`config.mk`:
```
export PLATFORM = sky130hd
export DESIGN_NAME = hd44780_ram_sequencer
export DESIGN_NICKNAME = d
export VERILOG_FILES = /design/src/rtl/hd44780_ram_sequencer.sv
export SDC_FILE = /design/constraint.sdc
export NUM_CORES = 1
export LEC_CHECK = 0
export CORE_UTILIZATION = 40
export DETAILED_ROUTE_END_ITERATION = 6
export SETUP_SLACK_MARGIN = 0.2
export SYNTH_ARGS = -nofsm -noshare
export SYNTH_HDL_FRONTEND = slang
export SYNTH_SLANG_ARGS = --single-unit
```
`constraint.sdc`:
```
create_clock -name clk -period 5.9 [get_ports clk]
set_input_delay 0.59 -clock clk [delete_from_list [all_inputs] [get_ports clk]]
set_output_delay 0.59 -clock clk [all_outputs]
set_load 0.02 [all_outputs]
```
`src/rtl/hd44780_ram_sequencer.sv`:
```
// Walks a command list held in the HD44780 RAM, issuing bytes to the LCD byte
// driver with programmed delays, and gates host writes to the RAM while running.
module hd44780_ram_sequencer #(
    parameter int ADDR_WIDTH = 8,
    parameter int DATA_WIDTH = 16,
    parameter int DELAY_UNIT = 1000
) (
    input  logic                  clk,
    input  logic                  reset,
    input  logic                  start,
    input  logic [ADDR_WIDTH-1:0] start_addr,
    output logic                  busy,
    output logic                  done,
    output logic                  err,
    output logic [ADDR_WIDTH-1:0] ram_raddr,
    input  logic [DATA_WIDTH-1:0] ram_dout,
    output logic                  ram_we,
    output logic [ADDR_WIDTH-1:0] ram_waddr,
    output logic [DATA_WIDTH-1:0] ram_din,
    input  logic                  host_we,
    input  logic [ADDR_WIDTH-1:0] host_addr,
    input  logic [DATA_WIDTH-1:0] host_data,
    output logic                  host_ack,
    output logic                  lcd_stb,
    output logic                  lcd_rs,
    output logic [7:0]            lcd_data,
    input  logic                  lcd_busy
);

    // Wide enough to hold 4095 * DELAY_UNIT without overflow.
    localparam int CW = 13 + $clog2(DELAY_UNIT);

    typedef enum logic [2:0] {
        S_IDLE, S_FETCH, S_WAIT_RD, S_DECODE, S_ISSUE, S_DELAY, S_NEXT, S_DONE
    } state_t;

    state_t                state;
    logic [ADDR_WIDTH-1:0] pointer;
    logic [ADDR_WIDTH-1:0] base_addr;
    logic [ADDR_WIDTH-1:0] pointer_inc;
    logic                  cmd_rs;
    logic [7:0]            cmd_byte;
    logic [CW-1:0]         delay_cnt;
    logic [CW-1:0]         delay_load;
    logic                  unused_bits;

    assign ram_we      = host_we & ~busy;
    assign host_ack    = ram_we;
    assign ram_waddr   = host_addr;
    assign ram_din     = host_data;

    assign pointer_inc = pointer + ADDR_WIDTH'(1);
    assign delay_load  = CW'(ram_dout[11:0]) * CW'(DELAY_UNIT) - CW'(1);
    // Bits [13:12] and everything above bit 15 carry no meaning in a command word.
    assign unused_bits = ^ram_dout[DATA_WIDTH-1:12];

    always_ff @(posedge clk) begin
        if (reset) begin
            state     <= S_IDLE;
            busy      <= 1'b0;
            done      <= 1'b0;
            err       <= 1'b0;
            lcd_stb   <= 1'b0;
            lcd_rs    <= 1'b0;
            lcd_data  <= 8'h00;
            ram_raddr <= '0;
            pointer   <= '0;
            base_addr <= '0;
            cmd_rs    <= 1'b0;
            cmd_byte  <= 8'h00;
            delay_cnt <= '0;
        end else begin
            done    <= 1'b0;
            lcd_stb <= 1'b0;
            case (state)
                S_IDLE: begin
                    if (start) begin
                        pointer   <= start_addr;
                        base_addr <= start_addr;
                        err       <= 1'b0;
                        busy      <= 1'b1;
                        state     <= S_FETCH;
                    end
                end
                S_FETCH: begin
                    ram_raddr <= pointer;
                    state     <= S_WAIT_RD;
                end
                S_WAIT_RD: state <= S_DECODE;
                S_DECODE: begin
                    cmd_rs   <= ram_dout[8];
                    cmd_byte <= ram_dout[7:0];
                    if (ram_dout[15]) begin
                        state <= S_DONE;
                    end else if (ram_dout[14]) begin
                        if (ram_dout[11:0] == 12'd0) begin
                            state <= S_NEXT;
                        end else begin
                            delay_cnt <= delay_load;
                            state     <= S_DELAY;
                        end
                    end else begin
                        state <= S_ISSUE;
                    end
                end
                S_ISSUE: begin
                    if (!lcd_busy) begin
                        lcd_stb  <= 1'b1;
                        lcd_rs   <= cmd_rs;
                        lcd_data <= cmd_byte;
                        state    <= S_NEXT;
                    end
                end
                S_DELAY: begin
                    if (delay_cnt == '0) begin
                        state <= S_NEXT;
                    end else begin
                        delay_cnt <= delay_cnt - CW'(1);
                    end
                end
                S_NEXT: begin
                    pointer <= pointer_inc;
                    // Coming back round to the start means the list had no END word.
                    if (pointer_inc == base_addr) begin
                        err   <= 1'b1;
                        state <= S_DONE;
                    end else begin
                        state <= S_FETCH;
                    end
                end
                S_DONE: begin
                    done  <= 1'b1;
                    busy  <= 1'b0;
                    state <= S_IDLE;
                end
                default: state <= S_IDLE;
            endcase
        end
    end

endmodule

```
==> results of run 1 <==
-- per-layer routing --
metal | vias to the layer above | wire length [um] | track usage, % | part of all wire [%]
met5 | - | 0 | 0 | 0
met4 | 0 | 206 | 5.46 | 1.5
met3 | 20 | 448 | 3.50 | 3.2
met2 | 82 | 6870 | 31.0 | 49
met1 | 2529 | 6630 | 23.2 | 47
li1 | 2725 | - | - | -
-- cell type report --
type / instances / share of cell area [%]
multi-input combinational: 582 / 59.6
sequential: 72 / 20.1
timing repair buffer: 77 / 9.70
inverter: 65 / 3.40
tap: 188 / 3.28
clock buffer: 9 / 3.14
clock inverter: 7 / 0.837
-- cells in the mapped netlist, types with 11 or more instances --
cell type	n	area [sq um]
nand2_1	90	338
nor2_1	78	293
dfxtp_1	72	1440
inv_1	65	244
a21oi_1	64	320
ha_1	52	651
fa_1	38	761
buf_4	25	188
clkbuf_1	25	93.8
o21ai_0	24	120
nor3_1	21	105
nand3_1	18	90.1
xnor2_1	17	149
xor2_1	16	140
a211oi_1	11	82.6
-- worst min-delay path by stage --
stage / startpoint / slack, ns / endpoint
global placement: cmd_byte[6] / 0.45 / lcd_data[6]
global route: lcd_data[5] / 0.48 / lcd_data[5]
floorplan: cmd_byte[0] / 0.43 / lcd_data[0]
finish: cmd_byte[2] / 0.45 / lcd_data[2]
detailed placement: lcd_data[5] / 0.45 / lcd_data[5]
CTS: cmd_byte[2] / 0.46 / lcd_data[2]
-- per-stage QoR --
| step | cell area (sq um) | cells | hold WS [ns] | setup TNS [ns] |
|---|---|---|---|---|
| 6_report | 7170 | 1000 | 0.453 | 0 |
| 5_1_grt | 7170 | 1000 | 0.477 | 0 |
| 4_1_cts | 7130 | 999 | 0.457 | 0 |
| 3_5_place_dp | 6850 | 983 | 0.449 | -0.0234 |
| 3_3_place_gp | 6850 | 983 | 0.445 | -0.0518 |
| 2_1_floorplan | 6230 | 774 | 0.432 | 0 |
-- repair_timing --
action                     in CTS  in global routing
hold buffers                    0                  0
resized for setup               0                  9
setup buffers                   0                  1
setup endpoints to repair       0                  9
-- sequential cells by signal, indices dropped and copies added (netlist names), 3 cells and up --
register   count
state          3
delay_cnt     23
base_addr      8
ram_raddr      8
pointer        8
cmd_byte       8
lcd_data       8
-- logic make-up (layout without fill, tap and decap cells) --
family	after synthesis	after routing	synth area share [%]
flops	72	72	23.1
fa+ha+maj	90	90	22.6
buf+inv	120	158	8.91
compound gates	179	179	18.5
xor+xnor	33	33	4.64
simple gates	271	271	20.7
mux	9	9	1.45
-- power by group through the flow --
stage | Sequential, W | Clock (W) | Combinational (W)
3_3_place_gp | 0.000545 | 0 | 0.00179
3_5_place_dp | 0.000546 | 0 | 0.00183
5_1_grt | 0.000539 | 0.000558 | 0.00212
4_1_cts | 0.000535 | 0.000532 | 0.00184
6_report | 0.000536 | 0.000521 | 0.00190
2_1_floorplan | 0.000540 | 0 | 0.00135
-- tightest hold or removal path: stages (launching register included) --
cell and delay [ns]:
dfxtp_1 0.31, nand2_1 0.05, a21oi_1 0.05
==> run summary, run 1 <==
Worst relative slew slack = 39.2%
TritonRoute pass-1 iters = 4
Post-synthesis sequential area ratio = 23.1%
Syn_nets = 917
Worst slack, placed = -0.0234 ns
Synth Flop Type = dfxtp_1
Commonest non-fill, non-tap cells in the layout = nand2_1 (90), nor2_1 (78), dfxtp_1 (72)
Antenna violations before repair = 0
Crit share post-route = 92.6%
TritonCTS Buffers = 9
ANT cells = 0
Starting Density = 41.0%
Proportion of layout cells with a drive suffix above 1 = 7.88%
Cell variety after synth = 66
Delay-heaviest family, CP = adder cells
Die area = 16,100 sq um
Clock buffer depth = 2
Netlist Area Pre-Place = 6230 sq um
Synth async-reset ratio = 0%
Gp weighted congestion = 0.836
Synth Instances = 774
Hold Crit Depth = 2
Switching power = 0.00134 W
WP buf/inv = 4
Gate power share = 64.3%
Worst vdd ir = 0.187 mV
Worst r2r path cells = 10
Crit-path most repeated cell = fa_1
Max_cap viols = 0
Synth Warn # = 0
Post-route antenna net violation count = 0
Clock latency on the worst-skew pair = 0.34 ns
Final #Nets = 950
Final worst path period need = 5.46 ns
Critical path endpoint = delay_cnt[18]
# DRC = 0
CP Launch Point = ram_dout[1]
Die W = 127 um
GR Util All Layers = 18.2%
Initial DRC count = 276
Final Max Tran Viols = 0
Setup violations, final = 0
Overflow after GRT = 0
Worst Clk Skew = 0.00966 ns
Reg2Reg Setup Slack = 2.65 ns
Final WS setup = 0.439 ns
Tot Pwr = 0.00296 W
Avg Inst Size Synth = 8.05 sq um
Die H = 127 um
CP startpoint kind = input port
Vias in the first global route = 5,266
Unrepaired setup endpoints after global routing = false
Internal power = 0.00161 W
I/O Buffers = 49
Outcome = complete, no violations
Fin util = 47.2%
Clock Root Buffer = clkbuf_16
Cell depth of the worst setup path = 17
DR vias/cell = 5.36
Pwr Density = 412 nW/um^2
Hold Crit Class = flop to flop
Multi-input gate area = 4270 sq um
Number of synthesized flops with an enable pin = 0
DR WL/cell = 14.2 um
HPWL Detailed = 11,100 um
Synthesis-stage register bit count = 72
WS Path Type = input port to flop
IO Pins = 100
Clk sinks = 72
Final Hold Fails = 0
CP cell instances = clkdlybuf4s50_1 -> inv_1 -> fa_1 -> fa_1 -> fa_1 -> fa_1 -> inv_1 -> ha_1 -> a21o_2 -> a31o_2 -> or4b_1 -> nand3_1 -> buf_4 -> nand4_1 -> nor2_1 -> xnor2_1 -> o22ai_1
CTS tree = yes
Fmax achieved = 183 MHz
Most common cell after layout, fill and taps aside = nand2_1
Critical path arrival = 5.66 ns
Leak = 2.93 nW
Worst path max stage delay = 0.58 ns
CP max FO = 9
Slowest stage cell on the critical path = clkdlybuf4s50_1
Largest net degree at the start of global routing = 75
Slew @ Worst Pin = 0.906 ns
RR Endpoint = delay_cnt[19]
Core area = 15,200 sq um
Via Count = 5,356
Rows = 45
First-pass GRT wire length = 24,100 um
Net Sw Frac = 45.4%
Filler cells = 1,508
Clock share of power = 17.6%
Flop pwr share = 18.1%
Reg area = 1440 sq um
Worst setup EP type = flop
Layout Area Growth over Synthesis = 15.1%
Post-Route WL = 14,200 um
Worst reg2reg startpoint = delay_cnt[0]
Clk slew on worst S/H paths = 0.06 ns
CP required = 6.10 ns
H-tree levels = 3
Note: power is estimated with default switching activity, not from simulation.
==> run 2: changes to the inputs <==
CAP_MARGIN = 20   (was default)
==> results of run 2 <==
Final layout, timing and power as in run 1 (identical DEF).
